===== src/rtl/lifo_stack.sv =====
// lifo_stack -- parameterized LIFO stack with registered pop data.
//
// Ports:
//   clk           rising-edge clock
//   rst           asynchronous active-low reset
//   init          synchronous clear (count/errors/valid), highest priority after reset
//   push, pop     requests sampled on the rising edge of clk
//   data_in       word to push
//   data_out      registered popped word, holds between accepted pops
//   data_valid    one-cycle pulse when data_out was updated by an accepted pop
//   top           combinational peek of mem[count-1], zero when empty
//   count         occupancy 0..DEPTH (also the stack pointer)
//   full, empty, almost_full    decodes of count
//   overflow_err, underflow_err sticky until reset or init
module lifo_stack #(
  parameter int WIDTH    = 2,
  parameter int DEPTH    = 256,
  parameter int AF_LEVEL = DEPTH - 2
) (
  input  logic                     clk,
  input  logic                     rst,
  input  logic                     init,
  input  logic                     push,
  input  logic                     pop,
  input  logic [WIDTH-1:0]         data_in,
  output logic [WIDTH-1:0]         data_out,
  output logic                     data_valid,
  output logic [WIDTH-1:0]         top,
  output logic [$clog2(DEPTH):0]   count,
  output logic                     full,
  output logic                     empty,
  output logic                     almost_full,
  output logic                     overflow_err,
  output logic                     underflow_err
);
  localparam int AW = $clog2(DEPTH);
  localparam int CW = AW + 1;

  logic [WIDTH-1:0] mem [DEPTH];

  logic [AW-1:0] rd_ptr;
  logic [AW-1:0] wr_addr;
  logic          do_repl, do_push, do_pop, push_drop, pop_drop, wr_en;

  // Low AW bits of count minus one wraps to DEPTH-1 when count==DEPTH,
  // which is exactly the top slot of a full stack.
  assign rd_ptr = count[AW-1:0] - AW'(1);

  assign empty       = (count == '0);
  assign full        = (count == CW'(DEPTH));
  assign almost_full = (count >= CW'(AF_LEVEL));
  assign top         = empty ? '0 : mem[rd_ptr];

  // Push+pop on a non-empty stack replaces the top (also when full);
  // on an empty stack it degrades to a plain push.
  assign do_repl   = push && pop && !empty;
  assign do_push   = push && (!pop || empty) && !full;
  assign push_drop = push && !pop && full;
  assign do_pop    = pop && !push && !empty;
  assign pop_drop  = pop && !push && empty;

  assign wr_en   = rst && !init && (do_repl || do_push);
  assign wr_addr = do_repl ? rd_ptr : count[AW-1:0];

  // Storage is not reset; entries at or above count are never observable.
  always_ff @(posedge clk) begin
    if (wr_en) mem[wr_addr] <= data_in;
  end

  always_ff @(posedge clk or negedge rst) begin
    if (!rst) begin
      count         <= '0;
      data_out      <= '0;
      data_valid    <= 1'b0;
      overflow_err  <= 1'b0;
      underflow_err <= 1'b0;
    end else if (init) begin
      count         <= '0;
      data_valid    <= 1'b0;
      overflow_err  <= 1'b0;
      underflow_err <= 1'b0;
    end else begin
      data_valid <= 1'b0;
      if (do_repl) begin
        data_out   <= top;
        data_valid <= 1'b1;
      end else if (do_push) begin
        count <= count + CW'(1);
      end else if (do_pop) begin
        data_out   <= top;
        data_valid <= 1'b1;
        count      <= count - CW'(1);
      end
      if (push_drop) overflow_err  <= 1'b1;
      if (pop_drop)  underflow_err <= 1'b1;
    end
  end
endmodule

===== config.mk =====
export PLATFORM = sky130hd
export DESIGN_NAME = lifo_stack
export DESIGN_NICKNAME = d
export VERILOG_FILES = /design/src/rtl/lifo_stack.sv
export SDC_FILE = /design/constraint.sdc
export NUM_CORES = 1
export LEC_CHECK = 0
export ABC_CLOCK_PERIOD_IN_PS = 5590
export CAP_MARGIN = 20
export CORE_MARGIN = 5
export CORE_UTILIZATION = 40
export DETAILED_ROUTE_END_ITERATION = 8
export GPL_TIMING_DRIVEN = 0
export PLACE_DENSITY = 0.58
export RECOVER_POWER = 25
export SLEW_MARGIN = 30
export SYNTH_ARGS = -nofsm -noshare
export SYNTH_HDL_FRONTEND = slang
export SYNTH_SLANG_ARGS = --single-unit

===== constraint.sdc =====
create_clock -name clk -period 5.59 [get_ports clk]
set_input_delay 0.559 -clock clk [delete_from_list [all_inputs] [get_ports clk]]
set_output_delay 0.559 -clock clk [all_outputs]
set_load 0.005 [all_outputs]

==> metrics.cfg, run 1 <==
[run_status]
status = complete, but fails checks
failed_checks = max-capacitance violations, max-slew violations

[timing]
fin_skew_ns = 0.0139
tightest_slew_ns = 3.25
max_slew_margin_pct = -117
fin_crit_sh_pct = 97.6
setup_viol = 0
postLayoutSetupSlackWorst_ns = 0.132
timing.hold.ws_ns = 0.458
hold_viol = 0
timing.fmax_mhz = 183
final-max-slew-violation-count = 397
period_needed_ns = 5.46

[synth]
ys_seq_area_share_pct = 69.3
synth.avg_cell_area_um2 = 16.4
synth_cell_type_count = 72
ys_warn_count = 0
synth_top_area_share_pct = 67.7
async_flop_share_pct = 2.66
ys_seq_elements = 526
synth_area_leaders = edfxtp_1 68%, mux4_2 14%, nor2_1 5.2%
yosysTopAreaCell = edfxtp_1
yosys.cell_count.top_type = edfxtp_1
synth_common_cells = 512 x edfxtp_1, 313 x nor2_1, 140 x mux4_2
syn_nets = 1400
syn_inst = 1381
synth.cell_area_um2 = 22700
synth_ff_type = edfxtp_1
synth_edf_count = 512

[worst_setup_path]
cp_max_fo = 10
endpoint_kind = output port
path_cells = clkbuf_4, buf_6, buf_12, buf_6, clkinvlp_4, ha_1, or3b_1, or3_1, xnor2_2, nand2b_2, nor3_2, nor4_2, a31oi_2, nor2b_1, clkdlybuf4s50_1
path_class = flip-flop to output port
cp_slowest_cell = or3b_1
crit_required_ns = 5.03
arrival_ns = 4.90
cp_slowest_stage_delay_ns = 0.54
cpMostUsedCell = buf_6
start_kind = flip-flop

[die]
core_um2 = 56300
fp.dieW_um = 248
dieHeight_um = 248
start_util_pct = 40.3
rows = 87
ios = 26
dieArea_um2 = 61600

[placed_design]
numPortBuffers = 25
hpwl_mm = 39.3
globalplace.congestion = 0.896
dpl_cell_area_um2 = 24100
place_inst = 2167
dp_slack_ns = -1.02

[cells_and_area]
antennaDiodeCount = 0
drive_above_1_share_pct = 25.2
ff_latch_area_um2 = 15700
nFillCells = 4873
design_area_um2 = 25900
finish.utilization_pct = 46.1
multi_input_area_um2 = 6710
fin_cells = 2266
finalNetCount = 1492
syn_to_final_growth_pct = 14.2

[cts]
cts_tree = built
cts_root_buffer = clkbuf_16
hold_buffers = 0
htree_levels = 2
clk_latency_ns = 0.59
cts_made_buffers = 53
max-clock-path-buffers = 3
cts_num_sinks = 526
cts.clk_slew.worst_paths_ns = 0.06

[power_and_ir_drop]
cellPowerDensity_nw_per_um2 = 515
power_leakage_nw = 7.92
vdd_drop_max_v = 0.000441

[routing]
antenna_left = 0
finalWirelength_mm = 61.4
drc = 0
vias = 12900
vias_per_cell = 5.68
drt-initial-drc-count = 1471
drtPass1Iterations = 6
wl_per_cell_um = 27.1

[global_routing]
grt_max_degree = 124
gr-total-overflow = 0
first_global_vias = 13300
grtUsageTotal_pct = 20.1
grt_pass1_wl_mm = 89.8
antenna_found_initial = 0

[run]
maxCapViolCount = 5

[hold_path]
hold_path_class = input pin to asynchronous set/reset pin

==> critical path: cells and delay by family (launching register included) <==
family	cells	cell delay [ns]
AOI/OAI and AO/OA	1	0.29
xor gates and xnor gates	1	0.26
adders and majority gates	1	0.21
buffers and inverters	6	1.31
and+or+nand+nor	6	1.83
DFF	1	0.40
==> power by group <==
group          leakage, nW  switching [mW]  internal [mW]
clock                0.773            1.44           1.87
sequential            4.78          0.0645           4.38
combinational         2.37            3.39           2.21
total                 7.92            4.89           8.47
==> layout by cell type, fill, tap and decap left out, drive strengths merged, types with 3 or more instances in the layout <==
cell	netlist	final
o22ai	7	7
clkinv	0	19
inv	8	7
ha	11	11
nand2	78	78
o211ai	3	3
xor2	7	7
xnor2	9	9
clkbuf	27	96
buf	63	77
a21oi	14	14
o22a	7	7
bufinv	0	3
o2bb2ai	4	4
mux2	3	3
or3	8	8
mux4	140	140
nor2b	13	13
clkdlybuf4s50	0	22
mux2i	14	14
or2	3	3
o31ai	14	14
o21ai	17	17
a21o	3	3
a31oi	4	4
a32o	4	4
nor3	11	11
nand3	24	24
nor4	5	5
edfxtp	512	512
dfrtp	14	14
nor2	313	313
nand2b	8	8
==> registers in the layout (all words and copies together) (netlist names) <==
register and cells:
overflow_err 1, data_valid 1, underflow_err 1, mem 512, data_out 2, count 9
==> area by class of cell <==
type,count,area share (%)
well taps,756,3.65
repair buffers,41,1.44
clock inverters,23,0.724
plain buffers,86,2.19
multi-input cells,757,25.9
clock buffers,69,5.35
inverters,8,0.130
flip-flops and latches,526,60.6
==> cells by family (layout without fill, tap and decap cells) <==
family	after synthesis	count (layout)	synth area share, %
AOI/OAI and AO/OA	97	97	3.42
buffers and inverters	98	227	2.05
xor gates and xnor gates	16	16	0.816
adders and majority gates	12	12	0.695
muxes	157	157	14.7
and+or+nand+nor	475	475	9.08
DFF	526	526	69.3
==> through the flow <==
step                total power, mW  setup TNS, ns
CTS                            13.2              0
global placement               9.55       -1549.86
floorplan                      7.62              0
finish                         13.4              0
detailed placement             9.60         -11.44
global route                   13.9        -0.0750
==> metal layers <==
metal	track usage, %	routed length (um)	vias to the layer above
li1	-	-	5518
met1	28.4	25600	6720
met2	31.7	28800	524
met3	4.22	5110	116
met4	6.17	1850	0
met5	0	0	-
==> path summary, 6_finish.rpt <==
| path | from | slack (ns) | endpoint | depth (start not counted) |
|---|---|---|---|---|
| max | count[0] | 0.13 | top[1] | 15 |
| min | rst | 0.46 | count[4] | 1 |
| max reg2reg | count[0] | 0.73 | count[8] | 19 |
| min reg2reg | overflow_err | 0.50 | overflow_err | 2 |
| max in group asynchronous | rst | 4.67 | data_out[0] | 1 |
| min in group clk | overflow_err | 0.50 | overflow_err | 2 |
==> repair_timing <==
item	4_1_cts	5_1_grt
setup buffers	9	2
setup endpoints to repair	113	2
pin swaps	5	4
gates resized for setup	66	23
Power figures use the tool's default switching activity.
==> run 2: changes to the inputs <==
--- a/config.mk
+++ b/config.mk
@@ -8,10 +8,11 @@
 export ABC_CLOCK_PERIOD_IN_PS = 5590
 export CAP_MARGIN = 20
 export CORE_MARGIN = 5
-export CORE_UTILIZATION = 40
+export CORE_UTILIZATION = 50
 export DETAILED_ROUTE_END_ITERATION = 8
+export DONT_BUFFER_PORTS = 1
 export GPL_TIMING_DRIVEN = 0
-export PLACE_DENSITY = 0.58
+export PLACE_DENSITY = 0.62
 export RECOVER_POWER = 25
 export SLEW_MARGIN = 30
 export SYNTH_ARGS = -nofsm -noshare
==> metrics.cfg, run 2 (synthesis gave the netlist of run 1 again) <==
[timing]
hold_viol = 0  ; unchanged
period_needed_ns = 5.50  ; was 5.46 ns
max_slew_margin_pct = 48.8  ; was -117%
rsz0062_at_grt = no
timing.hold.ws_ns = 0.0607  ; was 0.458 ns
timing.fmax_mhz = 182  ; was 183 MHz
setup_viol = 0  ; unchanged
final-max-slew-violation-count = 0  ; was 397
tightest_slew_ns = 0.768  ; was 3.25 ns
fin_skew_ns = 0.0316  ; was 0.0139 ns
fin_crit_sh_pct = 98.4  ; was 97.6%

[cells_and_area]
drive_above_1_share_pct = 25.0  ; was 25.2%
most-common-layout-cells = 512 x edfxtp_1, 313 x nor2_1, 140 x mux4_2  ; unchanged
final_common_cell = edfxtp_1  ; unchanged
largest-register = mem  ; unchanged
finalNetCount = 1459  ; was 1492
reg.largest.list = mem x512, count x9, data_out x2  ; unchanged
fin_cells = 2082  ; was 2266
largest_reg_flops = 512  ; unchanged
syn_to_final_growth_pct = 12.3  ; was 14.2%
antennaDiodeCount = 0  ; unchanged

[routing]
antenna_left = 0  ; unchanged
wl_per_cell_um = 28.6  ; was 27.1 um
vias = 12900  ; about the same
drc = 0  ; unchanged
vias_per_cell = 6.21  ; was 5.68
drtPass1Iterations = 5  ; was 6
finalWirelength_mm = 59.6  ; was 61.4 mm
drt-initial-drc-count = 1680  ; was 1471

[die]
dieHeight_um = 223  ; was 248 um
rows = 78  ; was 87
start_util_pct = 50.2  ; was 40.3%
fp.dieW_um = 223  ; was 248 um
core_um2 = 45200  ; was 56300 um2
dieArea_um2 = 49800  ; was 61600 um2
ios = 26  ; unchanged

[global_routing]
grtUsageTotal_pct = 23.8  ; was 20.1%
grt_max_degree = 257  ; was 124
gr-total-overflow = 0  ; unchanged
first_global_vias = 13000  ; was 13.3k
antenna_found_initial = 0  ; unchanged
grt_pass1_wl_mm = 86.9  ; was 89.8 mm

[cts]
cts_made_buffers = 53  ; unchanged
htree_levels = 2  ; unchanged
clk_latency_ns = 0.61  ; was 0.59 ns
cts_root_buffer = clkbuf_16  ; unchanged
max-clock-path-buffers = 3  ; unchanged
cts_num_sinks = 526  ; unchanged
cts_tree = built  ; unchanged
cts.clk_slew.worst_paths_ns = 0.07  ; was 0.06 ns

[power_and_ir_drop]
power_leakage_nw = 7.84  ; was 7.92 nW
cellPowerDensity_nw_per_um2 = 514  ; was 515 nW/um2
vdd_drop_max_v = 0.000299  ; was 0.000441 V

[worst_setup_path]
crit_family = buffers and inverters  ; was simple AND/OR/NAND/NOR gates
cp_max_fo = 10  ; unchanged
arrival_ns = 4.94  ; was 4.90 ns
path_class = flip-flop to output port  ; unchanged
cp_slowest_stage_delay_ns = 0.44  ; was 0.54 ns
cp_num_buf_inv = 7  ; was 6
path_cells = clkbuf_4, buf_6, buf_8, clkbuf_4, clkinvlp_4, ha_1, buf_2, xnor2_4, buf_6, mux4_2, o211ai_1, o21ai_0, nor4_1, a31oi_2, nor2b_1  ; was clkbuf_4, buf_6, buf_12, buf_6, clkinvlp_4, ha_1, or3b_1, or3_1, xnor2_2, nand2b_2, nor3_2, nor4_2, a31oi_2, nor2b_1, clkdlybuf4s50_1
crit_required_ns = 5.03  ; about the same
endpoint_kind = output port  ; unchanged
start_kind = flip-flop  ; unchanged
cp_slowest_cell = nor4_1  ; was or3b_1

[placed_design]
place_inst = 1982  ; was 2167
globalplace.congestion = 0.885  ; was 0.896
numPortBuffers = 0  ; was 25
hpwl_mm = 37.4  ; was 39.3 mm

[run]
maxCapViolCount = 0  ; was 5

[hold_path]
hold_path_class = input pin to flip-flop  ; was input pin to asynchronous set/reset pin

[run_status]
status = completed  ; was complete, but fails checks

-- run 2: changes by cell type in the layout (fill, tap and decap cells not counted), sizes merged --
cell,before,now
buf,77,69
bufinv,3,5
clkbuf,96,84
clkdlybuf4s50,22,0
clkinv,19,28
clkinvlp,2,3
inv,7,9
-- run 2: layer usage --
layer / routed length (um) / vias up / share of wire (%) / track usage [%]
met1: 24400 / 6689 / 41 / 34.1
met5: 0 / - / 0 / 0
met3: 5540 / 116 / 9.3 / 5.76
li1: - / 5486 / - / -
met2: 27900 / 632 / 47 / 37.1
met4: 1770 / 0 / 3.0 / 6.96
-- run 2: worst paths after layout --
check | slack [ns] | from | endpoint | cells past startpoint
min in group asynchronous | 0.43 | rst | count[4] | 1
hold / removal | 0.06 | init | count[3] | 1
max in group asynchronous | 4.70 | rst | data_valid | 1
setup / recovery | 0.09 | count[0] | top[0] | 15
hold reg to reg | 0.54 | underflow_err | underflow_err | 2
setup reg to reg | 0.49 | count[0] | count[8] | 19
-- run 2: final cells by class --
cell class | count | area, um2
fill | 3527 | 19700
sequential | 526 | 15700
multi-input combinational | 757 | 6650
clock buffer | 60 | 1370
tap | 600 | 751
buffer | 86 | 567
clock inverter | 37 | 320
timing repair buffer | 8 | 62.6
inverter | 8 | 33.8
-- run 2: stage by stage --
step | setup WS [ns] | instance area [um2] | power [mW] | utilization (%) | TNS [ns]
after global placement | -0.591 | 23400 | 9.25 | 51.9 | -3.08
after CTS | 0.00112 | 25400 | 13.0 | 56.2 | 0
after global routing | 0.0165 | 25500 | 13.6 | 56.4 | 0
after detailed placement | -0.617 | 23500 | 9.29 | 51.9 | -5.96
after floorplan | 1.20 | 22700 | 7.62 | - | 0
final | 0.0909 | 25500 | 13.1 | 56.4 | 0
-- run 2: power breakdown --
group | internal, mW | switching, mW | total [mW] | leakage [nW]
combinational | 1.99 | 3.16 | 5.16 | 2.23
clock | 1.99 | 1.50 | 3.49 | 0.829
sequential | 4.37 | 0.0742 | 4.45 | 4.78
-- run 2: worst reg2reg max path: cells and delay by family, from the launching register on --
| kind | cells | cell delay [ns] |
|---|---|---|
| simple gates | 5 | 1.48 |
| buf+inv | 6 | 1.12 |
| compound gates | 5 | 0.96 |
| fa+ha+maj | 2 | 0.59 |
| flops | 1 | 0.41 |
| mux | 1 | 0.38 |
-- run 2: what timing repair did --
| item | in CTS | in global routing |
|---|---|---|
| endpoints found under the setup margin | 60 | 2 |
| hold endpoints to repair | 14 | 0 |
| gates resized for setup | 61 | 17 |
| pin swaps | 2 | 3 |
| hold buffers | 1 | 0 |
| setup buffers | 5 | 1 |
| cloned | 0 | 0 |
==> run 3: changes to the inputs <==
--- a/config.mk
+++ b/config.mk
@@ -11,6 +11,7 @@
 export CORE_UTILIZATION = 50
 export DETAILED_ROUTE_END_ITERATION = 8
 export DONT_BUFFER_PORTS = 1
+export GPL_ROUTABILITY_DRIVEN = 0
 export GPL_TIMING_DRIVEN = 0
 export PLACE_DENSITY = 0.62
 export RECOVER_POWER = 25
==> constraint.sdc (replaced) <==
create_clock -name clk -period 5.59 [get_ports clk]
set_input_delay 0.559 -clock clk [delete_from_list [all_inputs] [get_ports clk]]
set_output_delay 0.559 -clock clk [all_outputs]
set_load 0.05 [all_outputs]
==> metrics.cfg, run 3 (synthesis gave the netlist of run 1 again) <==
[run_status]
status = completed  ; unchanged

[cells_and_area]
design_area_um2 = 25600  ; was 25500 um2
finish.utilization_pct = 56.7  ; was 56.4%
antennaDiodeCount = 0  ; unchanged
largest-register = mem  ; unchanged
final_common_cell = edfxtp_1  ; unchanged
drive_above_1_share_pct = 25.9  ; was 25.0%
most-common-layout-cells = 512 x edfxtp_1, 313 x nor2_1, 140 x mux4_2  ; unchanged
syn_to_final_growth_pct = 12.9  ; was 12.3%
finalNetCount = 1460  ; was 1459
largest_reg_flops = 512  ; unchanged
reg.largest.list = mem x512, count x9, data_out x2  ; unchanged
fin_cells = 2083  ; was 2082
nFillCells = 3480  ; was 3527

[timing]
timing.fmax_mhz = 182  ; about the same
hold_viol = 0  ; unchanged
fin_crit_sh_pct = 98.2  ; was 98.4%
fin_skew_ns = 0.0175  ; was 0.0316 ns
max_slew_margin_pct = 42.1  ; was 48.8%
postLayoutSetupSlackWorst_ns = 0.102  ; was 0.0909 ns
tightest_slew_ns = 0.865  ; was 0.768 ns
rsz0062_at_grt = no  ; unchanged
timing.hold.ws_ns = 0.0707  ; was 0.0607 ns
period_needed_ns = 5.49  ; was 5.50 ns
setup_viol = 0  ; unchanged
setup-tns-final_ns = 0  ; unchanged
final-max-slew-violation-count = 0  ; unchanged

[worst_setup_path]
reg2reg_setup_slack_ns = 0.36  ; was 0.49 ns
cpMostUsedCell = buf_6
cp_max_fo = 10  ; unchanged
arrival_ns = 4.93  ; was 4.94 ns
crit_required_ns = 5.03  ; about the same
cp_slowest_cell = dfrtp_2  ; was nor4_1
endpoint_kind = output port  ; unchanged
start_kind = flip-flop  ; unchanged
cp_slowest_stage_delay_ns = 0.52  ; was 0.44 ns
path_class = flip-flop to output port  ; unchanged
path_cells = buf_6, buf_6, buf_12, buf_4, inv_1, ha_1, or3b_4, or3_1, xnor2_2, nand2b_2, nor3_2, nor4_1, a31oi_2, nor2b_4  ; was clkbuf_4, buf_6, buf_8, clkbuf_4, clkinvlp_4, ha_1, buf_2, xnor2_4, buf_6, mux4_2, o211ai_1, o21ai_0, nor4_1, a31oi_2, nor2b_1

[hold_path]
hold_path_class = input pin to flip-flop  ; unchanged

[cts]
htree_levels = 2  ; unchanged
cts_tree = built  ; unchanged
cts_root_buffer = clkbuf_16  ; unchanged
max-clock-path-buffers = 3  ; unchanged
clk_latency_ns = 0.60  ; was 0.61 ns
cts_num_sinks = 526  ; unchanged
cts.clk_slew.worst_paths_ns = 0.06  ; was 0.07 ns
cts_made_buffers = 53  ; unchanged

[die]
rows = 78  ; unchanged
fp.dieW_um = 223  ; unchanged
dieHeight_um = 223  ; unchanged
dieArea_um2 = 49800  ; unchanged
ios = 26  ; unchanged
core_um2 = 45200  ; unchanged
start_util_pct = 50.2  ; unchanged

[routing]
finalWirelength_mm = 59.7  ; was 59.6 mm
vias_per_cell = 6.22  ; was 6.21
antenna_left = 0  ; unchanged
drt-initial-drc-count = 1578  ; was 1680
wl_per_cell_um = 28.7  ; was 28.6 um
drc = 0  ; unchanged
vias = 13000  ; was 12.9k
drtPass1Iterations = 5  ; unchanged

[placed_design]
dpl_cell_area_um2 = 23500  ; about the same
numPortBuffers = 0  ; unchanged
dp_slack_ns = -1.55  ; was -0.617 ns
hpwl_mm = 37.3  ; was 37.4 mm
place_inst = 1982  ; unchanged

[power_and_ir_drop]
power.switching_mw = 5.09  ; was 4.74 mW
power_frac_clock_pct = 26.1  ; was 26.7%
p_sw_share_pct = 37.2  ; was 36.2%
seq_power_share_pct = 33.5  ; was 34.0%
total_power_mw = 13.7  ; was 13.1 mW
p_int_mw = 8.58  ; was 8.36 mW
cellPowerDensity_nw_per_um2 = 533  ; was 514 nW/um2
combPwrFrac_pct = 40.5  ; was 39.4%
power_leakage_nw = 7.90  ; was 7.84 nW
vdd_drop_max_v = 0.000752  ; was 0.000299 V

[global_routing]
gr-total-overflow = 0  ; unchanged
grtUsageTotal_pct = 23.9  ; was 23.8%
antenna_found_initial = 0  ; unchanged
first_global_vias = 12900  ; was 13.0k
grt_max_degree = 257  ; unchanged
grt_pass1_wl_mm = 87.1  ; was 86.9 mm

[run]
maxCapViolCount = 0  ; unchanged

-- run 3: changes by cell type in the layout (fill, tap and decap cells not counted), moves of 3 or more --
cell / before / now
nor4_2: 1 / 4
clkinv_1: 16 / 10
buf_12: 0 / 3
nor4_1: 4 / 1
-- run 3: per-layer routing --
| metal | wire, um | global-route usage, % | share of wire, % |
|---|---|---|---|
| met1 | 24400 | 34.9 | 41 |
| met2 | 28000 | 36.9 | 47 |
| met3 | 5590 | 4.66 | 9.4 |
| met4 | 1680 | 7.17 | 2.8 |
| met5 | 0 | 0 | 0 |
-- run 3: timing repair --
item / 4_1_cts / 5_1_grt
endpoints found under the hold margin: 14 / 0
setup buffers: 8 / 0
endpoints found under the setup margin: 306 / 3
resized for setup: 82 / 10
pin swaps: 2 / 2
hold buffers: 1 / 0
-- run 3: final timing paths --
check,cells after the start,end,start
setup / recovery,14,top[0],count[0]
hold / removal,0,mem[8][1],data_in[1]
setup reg to reg,19,count[8],count[0]
hold reg to reg,2,underflow_err,underflow_err
max in group asynchronous,1,count[0],rst
min in group asynchronous,1,count[4],rst
-- run 3: area by class of cell --
cell class              instances  area, um2  area share [%]
inverters                       8       30.0           0.117
clock buffers                  63       1410            5.49
well taps                     600        751            2.93
repair buffers                 10        103           0.400
plain buffers                  85        596            2.32
flip-flops and latches        526      15700            61.4
multi-input cells             757       6690            26.1
clock inverters                34        330            1.29
-- run 3: power by group through the flow --
stage,Sequential (mW),Combinational [mW],Clock (mW)
2_1_floorplan,4.63,3.26,0
3_3_place_gp,4.65,4.87,0
3_5_place_dp,4.65,4.92,0
4_1_cts,4.57,5.43,3.61
5_1_grt,4.58,5.75,3.78
6_report,4.57,5.53,3.56
-- run 3: worst max-delay path: cells and delay by family, from the launching register on --
kind	cells	cell delay, ns
xor+xnor	1	0.27
buf+inv	5	0.93
simple gates	6	1.98
fa+ha+maj	1	0.26
compound gates	1	0.34
flops	1	0.52
==> variant: new RTL, settings of run 2 <==
The parameter `WIDTH` goes from 2 to 4.
--- a/src/rtl/lifo_stack.sv
+++ b/src/rtl/lifo_stack.sv
@@ -13,7 +13,7 @@
 //   full, empty, almost_full    decodes of count
 //   overflow_err, underflow_err sticky until reset or init
 module lifo_stack #(
-  parameter int WIDTH    = 2,
+  parameter int WIDTH    = 4,
   parameter int DEPTH    = 256,
   parameter int AF_LEVEL = DEPTH - 2
 ) (
Interface: changed (resized data_in, data_out and top); port bits go from 26 to 32. No check against the original RTL was run, so the function may have changed too.
==> variant against run 2 <==
Worst setup slack better by 16 ps. Count of clock-buffer cells in the layout is 69 higher. Sequential share of layout area is 3.0 points higher. Sequential cell count is 514 higher. Critical endpoint is now top[3]. Die area is 81% higher. Area after synthesis is 85% higher. Wire length is 110% higher. First-iteration DRC count is 100% higher. Total power is 93% higher. Combinational power is 81% higher. Cell area is 89% higher. Hold slack worse by 4.3 ps. Clock skew is 5.3 ps lower.
==> variant: results (changes against run 2) <==
stage	metric	value	unit	change
routing	DR vias	21926		+70%
logic_synthesis	register area share after synthesis	74.0	%	+4.7 points
global_route	number of global-route vias before repair	21722		+67%
min_path	hold crit path type	primary input to flip-flop		
global_route	gr usage total	27.2	%	+3.4 points
clock_tree	hold buffers post-CTS	1		unchanged
placed_design	IO Port Bufs	0		unchanged
finish	fin cells	3321		+60%
logic_synthesis	Syn Area/Cell	20.9	sq um	+27%
routing	DR top layer	met4		
logic_synthesis	synth top area cells	edfxtp_1, mux4_2, nor2_1		
sta	actual slew at the worst max-slew pin	1160	ps	+388 ps
global_route	antenna violations before repair	1		+1
routing	final wirelength	122000	um	+110%
finish	Ant. Diodes	0		unchanged
pwr	Max IR drop VDD	0.000382	V	+28%
setup_path	CP Data Arrival Time	4920	ps	-20 ps
global_route	largest net degree at the start of global routing	257		unchanged
logic_synthesis	Syn. warnings	0		unchanged
logic_synthesis	Post-synth top cells	edfxtp_1, mux4_2, nor2_1		
routing	WL met1	48300	um	+98%
logic_synthesis	Yosys cell types	65		-9.7%
clock_tree	CTS Buffer Depth	3		unchanged
clock_tree	post-CTS resize count	149		+140%
finish	final-stage net count	2175		+49%
logic_synthesis	count leader, synth	edfxtp_1		
logic_synthesis	FFs w/ async S/R, synth	1.54	%	-1.1 points
global_route	met3 Track Usage GR	7.52	%	+1.8 points
routing	1st-iter DRT viols	3412		+100%
logic_synthesis	Post-synth top flop	edfxtp_1		
global_route	met2 Usage GRT	40.8	%	+3.7 points
clock_tree	H-tree Lvls	3		+1
logic_synthesis	syn nets	2034		+45%
pwr	static leakage power	14.9	nW	+91%
clock_tree	Reg clk slew, reported paths	60	ps	
finish	layout cell share with drive strength beyond 1	33.2	%	+8.2 points
global_route	global-route wire length before repair	170000	um	+96%
routing	met3 WL post-DR	13900	um	+150%
placed_design	Placed Cells incl. Taps	3094		+56%
sta	worst clock skew	26.3	ps	-5.31 ps
clock_tree	Post-CTS Setup Repair Bufs	24		+19
global_route	GR Util met1	39.8	%	+5.8 points
logic_synthesis	Post-synth EDFFs	1024		+100%
run_status	run status	complete, no violations		
routing	DRT Pass-1 Iters	5		unchanged
placed_design	GPL Wtd Cong	0.880		-0.61%
clock_tree	TritonCTS Buffers	105		+98%
finish	Top Registers	mem: 1024 flops, count: 9 flops, data_out: 4 flops		
pwr	switching power total	8.65	mW	+83%
placed_design	DP Wirelength	75300	um	+100%
routing	Met2 Routed Length	55500	um	+99%
clock_tree	worst-skew pair later-pin latency	670	ps	+60 ps
## variant: changes by cell type in the layout (fill, tap and decap cells not counted), moves of 10 or more
cell / change
buf_2: -26
buf_4: +36
buf_6: +25
bufinv_16: +10
clkbuf_16: +64
clkinv_2: +14
edfxtp_1: +512
mux4_2: +182
nand2_4: +13
nand3_1: -10
nor2_1: -67
nor2_2: +32
## variant: power by group through the flow
stage | logic, mW | clock network [mW] | registers [mW]
after floorplan | 4.67 | 0 | 8.85
after global placement | 8.06 | 0 | 8.88
after detailed placement | 8.12 | 0 | 8.89
after CTS | 9.08 | 7.31 | 8.72
after global routing | 9.54 | 7.65 | 8.72
final | 9.34 | 7.26 | 8.72
## variant: worst max-delay path, cell delays in order (launching register included)
cell	delay [ps]
dfrtp_2	430
buf_6	150
buf_12	130
buf_16	130
buf_16	110
buf_16	100
buf_8	150
clkinvlp_4	130
ha_1	320
buf_6	180
buf_12	180
buf_8	200
clkbuf_16	250
mux4_2	340
mux4_2	500
nand2_1	170
nand4_1	160
a32o_2	350
nand2_2	120
a21oi_1	110
## variant: logic make-up (layout without fill, tap and decap cells)
| kind of cell | after synthesis | in the layout | share of synthesized area, % |
|---|---|---|---|
| AO/OA/AOI/OAI | 73 | 73 | 1.16 |
| AND/OR/NAND/NOR | 411 | 411 | 4.71 |
| XOR/XNOR | 15 | 15 | 0.383 |
| buffers and inverters | 128 | 356 | 1.86 |
| adder cells (fa/ha/maj) | 12 | 12 | 0.375 |
| flip-flops | 1040 | 1040 | 74.0 |
| multiplexers | 334 | 334 | 17.5 |
## variant: layout make-up
class / count / area, sq um
Buffer: 118 / 1300
Clock buffer: 129 / 2850
Multi-Input combinational cell: 845 / 10400
Sequential cell: 1040 / 31200
Fill cell: 6127 / 35400
Timing Repair Buffer: 34 / 303
Inverter: 10 / 41.3
Clock inverter: 65 / 697
Tap cell: 1080 / 1350
## variant: path summary, 6_finish.rpt
| path | startpoint | slack (ps) | end | cells after the start |
|---|---|---|---|---|
| max in group asynchronous | rst | 4650 | count[0] | 1 |
| worst max-delay path | count[0] | 110 | top[3] | 19 |
| min in group asynchronous | rst | 400 | count[4] | 1 |
| worst min-delay path | data_in[3] | 60 | mem[185][3] | 0 |
| worst min register to register | data_out[0] | 530 | data_out[0] | 2 |
| worst max register to register | count[0] | 400 | count[8] | 23 |
## variant: per-stage QoR
| step | area, sq um | setup WS (ps) |
|---|---|---|
| finish | 48100 | 107 |
| global route | 48100 | 1.74 |
| CTS | 48000 | 75.2 |
| detailed placement | 43600 | -2490 |
| global placement | 43400 | -3000 |
| floorplan | 42100 | 520 |
